--- src/rtl/cpu_mem_pkg.sv ---
// Shared types and constants for the unified-memory port arbiter.
package cpu_mem_pkg;

  localparam int DEFAULT_LATENCY = 2;

  typedef enum logic [1:0] {
    IDLE    = 2'd0,
    ISSUE   = 2'd1,
    WAIT    = 2'd2,
    RESPOND = 2'd3
  } arb_state_t;

  typedef enum logic {
    FETCH = 1'b0,
    DATA  = 1'b1
  } arb_owner_t;

endpackage

--- src/rtl/arb_latency_counter.sv ---
// Loadable down-counter with a zero flag, used to time the memory read latency.
module arb_latency_counter
  import cpu_mem_pkg::*;
#(
  parameter int LATENCY = DEFAULT_LATENCY,
  parameter int CW      = $clog2(LATENCY + 1)
) (
  input  logic          i_clock,
  input  logic          i_reset,
  input  logic          i_load,
  input  logic [CW-1:0] i_loadValue,
  input  logic          i_decrement,
  output logic          o_zero
);

  logic [CW-1:0] r_count;

  // Load has priority over decrement; the count never wraps below zero
  always_ff @(posedge i_clock) begin
    if (i_reset) begin
      r_count <= '0;
    end else if (i_load) begin
      r_count <= i_loadValue;
    end else if (i_decrement && (r_count != '0)) begin
      r_count <= r_count - 1'b1;
    end
  end

  assign o_zero = (r_count == '0);

endmodule

--- src/rtl/mem_port_arbiter.sv ---
// Arbitrates the single-port unified memory between instruction fetch and
// data load/store. Data normally wins; defining ARB_STARVE_GUARD_EN compiles
// in a starvation counter that forces a fetch grant after STARVELIMIT
// consecutive fetch losses.
module mem_port_arbiter
  import cpu_mem_pkg::*;
#(
  parameter int WIDTH            = 16,
  parameter int INSTRUCTIONWIDTH = 24,
  parameter int LATENCY          = DEFAULT_LATENCY,
  parameter int STARVELIMIT      = 3
) (
  input  logic                        clock,
  input  logic                        reset,
  input  logic                        fetchReq,
  input  logic [WIDTH-1:0]            fetchAddress,
  input  logic                        fetchFlush,
  output logic                        fetchValid,
  output logic [INSTRUCTIONWIDTH-1:0] fetchInstruction,
  output logic                        fetchStall,
  input  logic                        dataReq,
  input  logic                        dataWrite,
  input  logic [WIDTH-1:0]            dataAddress,
  input  logic [WIDTH-1:0]            dataWriteData,
  output logic                        dataValid,
  output logic [WIDTH-1:0]            dataReadData,
  output logic                        dataStall,
  output logic                        memReq,
  output logic                        memWrite,
  output logic [WIDTH-1:0]            memAddress,
  output logic [WIDTH-1:0]            memWriteData,
  input  logic [INSTRUCTIONWIDTH-1:0] memReadData
);

  localparam int CW = $clog2(LATENCY + 1);

  // A zero latency or zero starvation limit has no meaningful schedule
  if (LATENCY < 1 || STARVELIMIT < 1) begin : g_param_check
    $error("mem_port_arbiter: LATENCY and STARVELIMIT must both be >= 1");
  end

  arb_state_t r_state, w_stateNext;
  arb_owner_t r_owner, w_ownerNext, w_grantOwner;

  logic                        r_write, w_writeNext;
  logic                        r_discard, w_discardNext;
  logic                        w_flushHit, w_discard;
  logic                        r_memReq, w_memReqNext;
  logic                        r_memWrite, w_memWriteNext;
  logic [WIDTH-1:0]            r_memAddress, w_memAddressNext;
  logic [WIDTH-1:0]            r_memWriteData, w_memWriteDataNext;
  logic                        r_fetchValid, w_fetchValidNext;
  logic                        r_dataValid, w_dataValidNext;
  logic [INSTRUCTIONWIDTH-1:0] r_fetchInstruction, w_fetchInstructionNext;
  logic [WIDTH-1:0]            r_dataReadData, w_dataReadDataNext;

  logic w_anyReq, w_grant, w_forceFetch;
  logic w_cntLoad, w_cntDec, w_cntZero;

  assign w_anyReq     = fetchReq | dataReq;
  assign w_grant      = (r_state == IDLE) && w_anyReq;
  assign w_grantOwner = (dataReq && !w_forceFetch) ? DATA : FETCH;

  // A flush only matters while a fetch is actually occupying the memory
  assign w_flushHit = fetchFlush && (r_owner == FETCH) &&
                      ((r_state == ISSUE) || (r_state == WAIT));
  assign w_discard  = r_discard | w_flushHit;

`ifdef ARB_STARVE_GUARD_EN
  localparam int SCW = $clog2(STARVELIMIT + 1);

  logic [SCW-1:0] r_starveCount;

  assign w_forceFetch = fetchReq && (r_starveCount == SCW'(STARVELIMIT));

  // Count consecutive grants lost by a waiting fetch; a fetch grant clears it
  always_ff @(posedge clock) begin
    if (reset) begin
      r_starveCount <= '0;
    end else if (w_grant) begin
      if (w_grantOwner == FETCH) begin
        r_starveCount <= '0;
      end else if (fetchReq && (r_starveCount != SCW'(STARVELIMIT))) begin
        r_starveCount <= r_starveCount + 1'b1;
      end
    end
  end
`else
  assign w_forceFetch = 1'b0;
`endif

  arb_latency_counter #(
    .LATENCY (LATENCY),
    .CW      (CW)
  ) u_latency_counter (
    .i_clock     (clock),
    .i_reset     (reset),
    .i_load      (w_cntLoad),
    .i_loadValue (CW'(LATENCY - 1)),
    .i_decrement (w_cntDec),
    .o_zero      (w_cntZero)
  );

  // State register
  always_ff @(posedge clock) begin
    if (reset) begin
      r_state <= IDLE;
    end else begin
      r_state <= w_stateNext;
    end
  end

  // Next-state decode: writes skip WAIT, reads wait out the latency counter
  always_comb begin
    w_stateNext = r_state;
    case (r_state)
      IDLE:    if (w_anyReq) w_stateNext = ISSUE;
      ISSUE:   w_stateNext = r_write ? RESPOND : WAIT;
      WAIT:    if (w_cntZero) w_stateNext = RESPOND;
      RESPOND: w_stateNext = IDLE;
      default: w_stateNext = IDLE;
    endcase
  end

  // Output decode: next values for every registered output and control flag
  always_comb begin
    w_ownerNext            = r_owner;
    w_writeNext            = r_write;
    w_discardNext          = w_discard;
    w_memReqNext           = 1'b0;
    w_memWriteNext         = 1'b0;
    w_memAddressNext       = r_memAddress;
    w_memWriteDataNext     = r_memWriteData;
    w_fetchValidNext       = 1'b0;
    w_dataValidNext        = 1'b0;
    w_fetchInstructionNext = r_fetchInstruction;
    w_dataReadDataNext     = r_dataReadData;
    w_cntLoad              = 1'b0;
    w_cntDec               = 1'b0;
    case (r_state)
      IDLE: begin
        w_discardNext = 1'b0;
        if (w_anyReq) begin
          w_ownerNext  = w_grantOwner;
          w_memReqNext = 1'b1;
          if (w_grantOwner == DATA) begin
            w_writeNext        = dataWrite;
            w_memWriteNext     = dataWrite;
            w_memAddressNext   = dataAddress;
            w_memWriteDataNext = dataWriteData;
          end else begin
            w_writeNext      = 1'b0;
            w_memAddressNext = fetchAddress;
          end
        end
      end
      ISSUE: begin
        // Only data accesses can be stores; memory commits them this cycle
        if (r_write) begin
          w_dataValidNext = 1'b1;
        end else begin
          w_cntLoad = 1'b1;
        end
      end
      WAIT: begin
        if (w_cntZero) begin
          if (r_owner == DATA) begin
            w_dataReadDataNext = memReadData[WIDTH-1:0];
            w_dataValidNext    = 1'b1;
          end else if (!w_discard) begin
            w_fetchInstructionNext = memReadData;
            w_fetchValidNext       = 1'b1;
          end
        end else begin
          w_cntDec = 1'b1;
        end
      end
      RESPOND: begin
        w_discardNext = 1'b0;
      end
      default: begin
        w_discardNext = 1'b0;
      end
    endcase
  end

  // Registered outputs, ownership and discard flag
  always_ff @(posedge clock) begin
    if (reset) begin
      r_owner            <= FETCH;
      r_write            <= 1'b0;
      r_discard          <= 1'b0;
      r_memReq           <= 1'b0;
      r_memWrite         <= 1'b0;
      r_memAddress       <= '0;
      r_memWriteData     <= '0;
      r_fetchValid       <= 1'b0;
      r_dataValid        <= 1'b0;
      r_fetchInstruction <= '0;
      r_dataReadData     <= '0;
    end else begin
      r_owner            <= w_ownerNext;
      r_write            <= w_writeNext;
      r_discard          <= w_discardNext;
      r_memReq           <= w_memReqNext;
      r_memWrite         <= w_memWriteNext;
      r_memAddress       <= w_memAddressNext;
      r_memWriteData     <= w_memWriteDataNext;
      r_fetchValid       <= w_fetchValidNext;
      r_dataValid        <= w_dataValidNext;
      r_fetchInstruction <= w_fetchInstructionNext;
      r_dataReadData     <= w_dataReadDataNext;
    end
  end

  assign memReq           = r_memReq;
  assign memWrite         = r_memWrite;
  assign memAddress       = r_memAddress;
  assign memWriteData     = r_memWriteData;
  assign fetchValid       = r_fetchValid;
  assign dataValid        = r_dataValid;
  assign fetchInstruction = r_fetchInstruction;
  assign dataReadData     = r_dataReadData;

  // Stalls are combinational so the hazards unit sees them in the request cycle
  assign fetchStall = fetchReq && !r_fetchValid;
  assign dataStall  = dataReq && !r_dataValid;

endmodule

--- config.mk ---
export PLATFORM = sky130hd
export DESIGN_NAME = mem_port_arbiter
export DESIGN_NICKNAME = d
export VERILOG_FILES = /design/src/rtl/cpu_mem_pkg.sv /design/src/rtl/arb_latency_counter.sv /design/src/rtl/mem_port_arbiter.sv
export SDC_FILE = /design/constraint.sdc
export NUM_CORES = 1
export LEC_CHECK = 0
export ABC_CLOCK_PERIOD_IN_PS = 2200
export BUFFER_PORTS_ARGS = -buffer_cell sky130_fd_sc_hd__buf_2
export CORE_ASPECT_RATIO = 0.7
export CORE_MARGIN = 2
export CORE_UTILIZATION = 46
export CTS_BUF_LIST = sky130_fd_sc_hd__clkbuf_4 sky130_fd_sc_hd__clkbuf_8 sky130_fd_sc_hd__clkbuf_16
export CTS_CLUSTER_SIZE = 28
export DETAILED_ROUTE_END_ITERATION = 8
export PLACE_DENSITY = 0.79
export SKIP_LAST_GASP = 1
export SLEW_MARGIN = 15
export SYNTH_ARGS = -nofsm -noshare
export SYNTH_HDL_FRONTEND = slang
export SYNTH_HIERARCHICAL = 1
export SYNTH_SLANG_ARGS = --single-unit
--- constraint.sdc ---
create_clock -name clock -period 2.2 [get_ports clock]
set_input_delay 0.22 -clock clock [delete_from_list [all_inputs] [get_ports clock]]
set_output_delay 0.22 -clock clock [all_outputs]
set_load 0.02 [all_outputs]
==> After elaboration in Yosys (flattened, before gate mapping) <==
Cells that the tools add are included.
{ "totals": {"reg_bits": 83, "inputBits": 78, "out_inout_bits": 78, "wordCells": 69} }
{ "op_classes": {"addsub": 1, "eq_ne": 5, "n_mux": 19, "n_bitwise": 8, "reduce_logical": 22} }
{ "op_table": {"columns": ["cell", "n"], "rows": [
  ["two-way mux 16 bit", 1],
  ["two-way mux 1 bit", 14],
  ["one-hot mux 2 bit (4 select lines)", 1],
  ["inverter 1 bit", 6],
  ["AND reduction 3 bit", 2],
  ["OR reduction 3 bit", 2],
  ["logical AND 1 bit", 5],
  ["equality test 2 bit, second input constant", 2],
  ["zero test 2 bit", 2],
  ["two-way mux 2 bit", 2],
  ["AND reduction 2 bit", 2],
  ["AND reduction 4 bit", 1],
  ["nonzero test 2 bit", 2],
  ["OR reduction 2 bit", 2],
  ["OR reduction 4 bit", 1],
  ["equality test 2 x 1 -> 1 bit, second input constant", 1],
  ["zero test 1 bit", 2],
  ["!= test 2 x 1 -> 1 bit, second input constant", 1],
  ["!= test 2 bit, second input constant", 1],
  ["bitwise OR 1 bit", 2],
  ["one-hot mux 1 bit (2 select lines)", 1],
  ["subtractor 2 x 1 -> 2 bit, second input constant", 1],
  ["logical OR 1 bit", 1]
]} }

==> Longest topological paths before layout <==
Gate-level depths: netlist of run 1.
{ "depth": {"ltp_word": 6, "mapped_depth": 8} }

==> By module <==
Netlist of run 1, hierarchy kept.
{ "by_module_without_submodules": {"columns": ["mod", "n_inst", "cells_per_inst", "area_per_inst_um2", "seq_area_each_um2"], "rows": [
  ["mem_port_arbiter", 1, 346, 3256.9, 1621.6],
  ["arb_latency_counter", 1, 14, 126.4, 40.0]
]} }

==> Least setup slack after synthesis of run 1 <==
OpenSTA, ideal clock, no wires.
{ "synth_timing": {"path_kind": "reg2reg", "from": "register r_state[0]", "to": "register r_fetchInstruction[0], in the netlist fetchInstruction[0]", "setup_time_ns": 0.072, "arrival_ns": 1.699, "slack_ns": 0.429, "path_stages_with_launch": 6, "n_path_buf": 1, "synth_period_minus_slack_ns": 1.771, "path_cell_list": "dfxtp_1 -> inv_1 -> ha_1 -> a2111oi_4 -> buf_6 -> mux2i_1"} }
{ "synth_via": {"elab_chain_cells": 6, "elab_cells_between_ends": 7} }
{ "synth_rtl": {"columns": ["item", "line", "rtl"], "rows": [
  ["start, declared", "mem_port_arbiter.sv:42", "arb_state_t r_state, w_stateNext;"],
  ["start signal, assigned", "mem_port_arbiter.sv:109", "r_state <= w_stateNext;"],
  ["equality test 2 x 1 -> 1 bit or equality test 2 bit (tied branches)", "mem_port_arbiter.sv:66, mem_port_arbiter.sv:140", null],
  ["logical OR 1 bit", "mem_port_arbiter.sv:66", "((r_state == ISSUE) || (r_state == WAIT));"],
  ["logical AND 1 bit", "mem_port_arbiter.sv:65", "assign w_flushHit = fetchFlush && (r_owner == FETCH) &&"],
  ["bitwise OR 1 bit", "mem_port_arbiter.sv:67", "assign w_discard = r_discard | w_flushHit;"],
  ["inverter 1 bit (no line)", null, null],
  ["AND reduction 4 bit (no line) (*)", null, null],
  ["end signal, assigned", "mem_port_arbiter.sv:211", "r_fetchInstruction <= w_fetchInstructionNext;"],
  ["end, declared", "mem_port_arbiter.sv:54", "logic [INSTRUCTIONWIDTH-1:0] r_fetchInstruction, w_fetchInstructionNext;"]
]} }
Every way passes the cells marked *; elsewhere a longest branch is shown, timed or not.
A chain may end at the register's enable or synchronous reset.

==> Worst setup path after layout of run 1 <==
{ "layout_timing": {"from": "register r_state[0]", "to": "register r_fetchInstruction[7], in the netlist fetchInstruction[7]"} }
The elaborated chain is that of the path after synthesis.

==> results of run 1 <==
## worst paths after layout
path / slack (ps) / startpoint / depth (start not counted) / to
worst max-delay path: 440 / r_state[0] / 5 / fetchInstruction[7]
worst min-delay path: 110 / dataWriteData[11] / 3 / memWriteData[11]
worst max register to register: 440 / r_state[0] / 5 / fetchInstruction[7]
worst min register to register: 450 / dataReadData[12] / 2 / dataReadData[12]
## area by class of cell
cell class              instances  area, um^2  area share [%]
multi-input cells             245        1580            35.6
well taps                      98         123            2.76
repair buffers                162         841            18.9
clock inverters                 5        62.6            1.41
clock buffers                  11         145            3.27
flip-flops and latches         83        1660            37.4
inverters                       7        26.3           0.592
## power groups by stage
stage / logic, W / clock network [W] / registers (W)
finish: 0.00153 / 0.00111 / 0.00192
global route: 0.00169 / 0.00121 / 0.00195
CTS: 0.00154 / 0.00115 / 0.00192
detailed placement: 0.00154 / 0 / 0.00194
global placement: 0.00149 / 0 / 0.00193
floorplan: 0.000805 / 0 / 0.00220
## worst max-delay path, stage by stage, from the launching register on
cell and delay (ps):
dfxtp_1 380, inv_1 100, ha_1 360, a2111oi_4 370, buf_12 260, mux2i_1 210
## cell families (layout without fill, tap and decap cells)
family                     after synthesis  after routing  share of synthesized area, %
AOI/OAI and AO/OA                       60             60                          12.1
muxes                                   41             41                          12.1
DFF                                     83             83                          49.1
other                                    2              2                         0.222
and+or+nand+nor                        136            136                          20.1
buffers and inverters                   32            185                          4.25
xor gates and xnor gates                 1              1                         0.259
adders and majority gates                5              5                          1.85
## Yosys cell counts (all sizes together)
master and instances:
dfxtp 83, nand2 68, nand2b 50, mux2i 41, a21oi 35, o2bb2ai 17, clkbuf 14, buf 11
inv 7, nor2b 7, ha 5, nor2 3, conb 2, a2111oi 1, a211o 1, a211oi 1
a21o 1, a221oi 1, a31oi 1, and2 1, and3 1, nand3 1, nand3b 1, nor3 1
nor3b 1, nor4 1, o211ai 1, o21ai 1, or2 1, xnor2 1
## through the flow
step / setup WS, ps / hold WS, ps / instance area (um^2)
final: 443 / 105 / 4440
after global routing: 300 / 95.9 / 4440
after CTS: 104 / 85.0 / 4440
after detailed placement: 116 / 441 / 4230
after global placement: 276 / 438 / 4230
after floorplan: 429 / 285 / 3380
## per-layer routing
metal | GRT usage, % | routed length [um] | up-vias
met5 | 0 | 0 | -
met4 | 7.65 | 128 | 0
met3 | 6.76 | 531 | 11
met2 | 33.5 | 3890 | 90
met1 | 23.0 | 3380 | 1357
li1 | - | - | 1491
## flip-flops by register name (all words and copies together) (netlist names)
name and cells:
memWriteData 16, fetchInstruction 24, r_owner 1, u_latency_counter/r_count 2, dataReadData 16, fetchValid 1
r_write 1, memReq 1, dataValid 1, r_state 2, memAddress 16, r_discard 1
memWrite 1
==> run_results.csv, run 1 <==
group,metric,value,unit
synthesis,synth_top_area_share,49.1,%
clock_tree,cts_sinks,83,
floorplanning,die_y,75.8,um
floorplanning,boundaryPins,156,
power_and_ir_drop,vdd_ir_drop_max,0.000419,V
route,drtIter0Drc,63,
synthesis,synth_area_leaders,"dfxtp_1 (49%), mux2i_1 (12%), nand2b_1 (9.2%)",
power_and_ir_drop,p_int,0.00294,W
synthesis,synthDistinctLibCells,33,
grt,grt_pass1_vias,2823,
clock_tree,clk_pin_slew,90,ps
power_and_ir_drop,p_seq_share,42.1,%
timing,finalSetupTns,0,ps
power_and_ir_drop,p_per_area,1030,mW/mm^2
clock_tree,post_cts_buffers,0,
route,viasPerCell,4.83,
grt,grt_usage,19.5,%
timing,tightest_slew,779,ps
timing,min_period,1760,ps
clock_tree,cts-resized-gates,0,
timing,max_freq,569,MHz
power_and_ir_drop,power,0.00455,W
clock_tree,cts_root_buf,"clkbuf_8",
clock_tree,clk_latency,340,ps
grt,antenna_found_initial,0,
finish,final_core_util,61.5,%
power_and_ir_drop,leakage,2.04,nW
synthesis,yosys.area.top_type,"dfxtp_1",
route,vias,2949,
finish,nNetsFinal,591,
route,drc,0,
power_and_ir_drop,p_switching,0.00161,W
timing,timing.final.crit_share,79.9,%
worst_setup_path,start_kind,"flip-flop",
timing,maxSlewViolCount,0,
route,routed_wirelength,7.93,mm
job,max_cap_violations,0,
status,status,"completed",
place,placedCellCount,595,
finish,stdcell_count,611,
finish,final_cell_mix,"buf_2 (155), dfxtp_1 (83), nand2_1 (68)",
floorplanning,rows,26,
clock_tree,cts_made_buffers,9,
timing,rsz0062_at_grt,"false",
power_and_ir_drop,swShare,35.5,%
synthesis,seq_area_frac_synth,49.1,%
worst_setup_path,critical_path_class,"flip-flop to flip-flop",
finish,drive_above_1_share,35.7,%
synthesis,synth_cells,360,
synthesis,syn_avg_cell_area,9.40,um^2
worst_setup_path,arrival,2030,ps
clock_tree,cts_tree,"built",
timing,setup_viol,0,
worst_setup_path,crit_required,2470,ps
route,ant_nets,0,
finish,fillers,646,
power_and_ir_drop,p_clk_share,24.3,%
grt,grt_pass1_wl,12.6,mm
synthesis,synth_warnings,6,
worst_setup_path,worstSetupEndpointType,"flip-flop",
place,place_hpwl,5.78,mm
power_and_ir_drop,p_comb_share,33.6,%
timing,hold_violations,0,
route,wl_per_cell,13.0,um
synthesis,syn_area,0.00338,mm^2
place,port_buffers,155,
grt,gr-total-overflow,0,
finish,area_delta_synth_final,31.2,%
floorplanning,dieArea,0.00807,mm^2
route,first_pass_iters,4,
synthesis,synth-seq-cells,83,
clock_tree,cts_max_level,3,
finish,n_antenna_cell,0,
worst_setup_path,critPathMaxFanout,25,
timing,max_slew_margin,47.8,%
worst_hold_path,min_path_type,"primary input to flip-flop",
floorplanning,die_w,107,um
grt,grt_max_degree,48,
finish,final_common_cell,"buf_2",
clock_tree,clock_path_buffers,2,
synthesis,synth_nets,443,
timing,fin_skew,11.1,ps
floorplanning,start_util,46.8,%
place,gp_congestion,0.747,
floorplanning,core,0.00722,mm^2
clock_tree,hold_buffers,0,
Note: power is estimated with default switching activity, not from simulation.
==> run 2: changes to the inputs <==
--- a/config.mk
+++ b/config.mk
@@ -5,15 +5,15 @@
 export SDC_FILE = /design/constraint.sdc
 export NUM_CORES = 1
 export LEC_CHECK = 0
-export ABC_CLOCK_PERIOD_IN_PS = 2200
+export ABC_CLOCK_PERIOD_IN_PS = 1600
 export BUFFER_PORTS_ARGS = -buffer_cell sky130_fd_sc_hd__buf_2
 export CORE_ASPECT_RATIO = 0.7
 export CORE_MARGIN = 2
-export CORE_UTILIZATION = 46
+export CORE_UTILIZATION = 42
 export CTS_BUF_LIST = sky130_fd_sc_hd__clkbuf_4 sky130_fd_sc_hd__clkbuf_8 sky130_fd_sc_hd__clkbuf_16
 export CTS_CLUSTER_SIZE = 28
 export DETAILED_ROUTE_END_ITERATION = 8
-export PLACE_DENSITY = 0.79
+export PLACE_DENSITY = 0.76
 export SKIP_LAST_GASP = 1
 export SLEW_MARGIN = 15
 export SYNTH_ARGS = -nofsm -noshare
==> constraint.sdc (replaced) <==
create_clock -name clock -period 1.6 [get_ports clock]
set_input_delay 0.16 -clock clock [delete_from_list [all_inputs] [get_ports clock]]
set_output_delay 0.16 -clock clock [all_outputs]
set_load 0.02 [all_outputs]
==> run 2 against run 1 <==
The run now ends with setup timing left. Register-to-register slack worse by 500 ps. Worst hold slack got worse by 38 ps. Combinational power grew 48%. Clock power rose by 75%. Die area grew 9.1%. Via count down 0.10%. Clock-buffer cell count rose by 2. Critical path depth stayed put. Core utilization down 2.6 points. Largest cell class unchanged.
==> run_results.csv, run 2 (synthesis results as in run 1) <==
group,metric,value,unit
clock_tree,hold_buffers,0,
place,gp_congestion,0.803,
worst_setup_path,worst_path_max_delay_cell,"a2111oi_4",
floorplanning,rows,27,
clock_tree,cts_tree,"built",
route,drtIter0Drc,103,
timing,max_freq,605,MHz
finish,n_antenna_cell,0,
route,first_pass_iters,6,
finish,final_cell_mix,"buf_2 (155), dfxtp_1 (81), nand2_1 (68)",
power_and_ir_drop,p_seq_share,38.7,%
worst_setup_path,cp_top_family,"compound AO/OA/AOI/OAI gates",
place,place_hpwl,5.80,mm
route,wl_per_cell,13.3,um
finish,stdcell_count,615,
timing,finalSetupTns,-454,ps
status,status,"finished with violations",
place,port_buffers,155,
timing,rsz0062_at_grt,"true",
grt,grt_usage,18.6,%
route,viasPerCell,4.79,
finish,drive_above_1_share,37.5,%
power_and_ir_drop,leakage,2.11,nW
clock_tree,cts_root_buf,"clkbuf_16",
worst_setup_path,arrival,1910,ps
grt,gr-total-overflow,0,
grt,grt_max_degree,90,
finish,fillers,717,
floorplanning,die_w,111,um
place,placedCellCount,599,
grt,grt_pass1_wl,13.2,mm
floorplanning,dieArea,0.00880,mm^2
finish,multi_input_area,0.00162,mm^2
worst_setup_path,crit_required,1850,ps
power_and_ir_drop,p_comb_share,33.0,%
power_and_ir_drop,p_per_area,1490,mW/mm^2
clock_tree,clk_latency,330,ps
finish,area_delta_synth_final,36.3,%
floorplanning,start_util,43.2,%
timing,fin_skew,5.87,ps
clock_tree,cts_sinks,83,
finish,final_common_cell,"buf_2",
timing,layout_setup_ws,-54.2,ps
route,drc,0,
floorplanning,boundaryPins,156,
finish,largest_reg_flops,24,
clock_tree,clock_path_buffers,2,
timing,min_period,1650,ps
timing,timing.final.crit_share,103,%
finish,nNetsFinal,593,
route,vias,2946,
worst_setup_path,slowest_delay,440,ps
grt,grt_pass1_vias,2817,
worst_setup_path,critical_path_class,"flip-flop to flip-flop",
clock_tree,cts_made_buffers,9,
clock_tree,clk_pin_slew,60,ps
worst_setup_path,critPathMaxFanout,18,
floorplanning,die_y,79.1,um
power_and_ir_drop,p_switching,0.00230,W
worst_setup_path,start_kind,"flip-flop",
status,violations,"setup timing",
job,max_cap_violations,0,
timing,setup_viol,17,
power_and_ir_drop,p_clk_share,28.3,%
worst_setup_path,path_buf_inv,2,
worst_setup_path,cp_cell_sequence,"inv_4, ha_4, a2111oi_4, buf_12, mux2i_1",
route,routed_wirelength,8.15,mm
route,ant_nets,0,
grt,antenna_found_initial,0,
power_and_ir_drop,swShare,33.5,%
worst_hold_path,min_path_type,"primary input to flip-flop",
power_and_ir_drop,vdd_ir_drop_max,0.000807,V
finish,final_core_util,58.8,%
floorplanning,core,0.00784,mm^2
timing,maxSlewViolCount,0,
timing,hold_violations,0,
finish,regArea,0.00167,mm^2
clock_tree,cts_max_level,3,
power_and_ir_drop,p_int,0.00457,W
worst_setup_path,worstSetupEndpointType,"flip-flop",
run 2: what timing repair did:
action / in CTS / in global routing
setup endpoints to repair: 11 / 53
pin swaps: 0 / 0
endpoints found under the hold margin: 0 / 0
gates resized for setup: 0 / 9
buffers inserted: 0 / 1
run 2: power by group through the flow:
stage	sequential [W]	clock, W	combinational, W
2_1_floorplan	0.00303	0	0.00115
3_3_place_gp	0.00267	0	0.00214
3_5_place_dp	0.00268	0	0.00220
4_1_cts	0.00265	0.00200	0.00221
5_1_grt	0.00271	0.00210	0.00248
6_report	0.00266	0.00194	0.00227
run 2: area by class of cell:
cell class / count / share of cell area [%]
well taps: 101 / 2.74
inverters: 7 / 0.624
multi-input cells: 245 / 35.1
clock inverters: 2 / 0.217
clock buffers: 13 / 5.94
repair buffers: 164 / 19.2
flip-flops and latches: 83 / 36.1
run 2: final timing paths:
path / from / slack, ps / cells past startpoint / end
worst max register to register: r_state[0] / -50 / 5 / fetchInstruction[18]
worst min register to register: dataReadData[9] / 450 / 2 / dataReadData[9]
worst max-delay path: r_state[0] / -50 / 5 / fetchInstruction[18]
worst min-delay path: dataWriteData[12] / 70 / 3 / memWriteData[12]
run 2: worst register-to-register path, cell delays in order (launching register included):
cell	delay [ps]
dfxtp_2	370
inv_4	60
ha_4	260
a2111oi_4	440
buf_12	230
mux2i_1	220
run 2: metal layers:
layer,GRT usage [%],vias up,routed length (um)
li1,-,1495,-
met1,22.6,1340,3660
met2,29.9,101,3780
met3,7.25,10,589
met4,7.90,0,124
met5,0,-,0
run 2: stage by stage:
step	cell area (um^2)	hold slack, ps	setup slack, ps	power, W
CTS	4570	53.7	-24.8	0.00686
global placement	4280	400	48.1	0.00481
floorplan	3400	225	-81.2	0.00418
detailed placement	4280	411	-7.92	0.00489
finish	4610	66.9	-54.2	0.00687
global route	4610	52.2	-131	0.00728
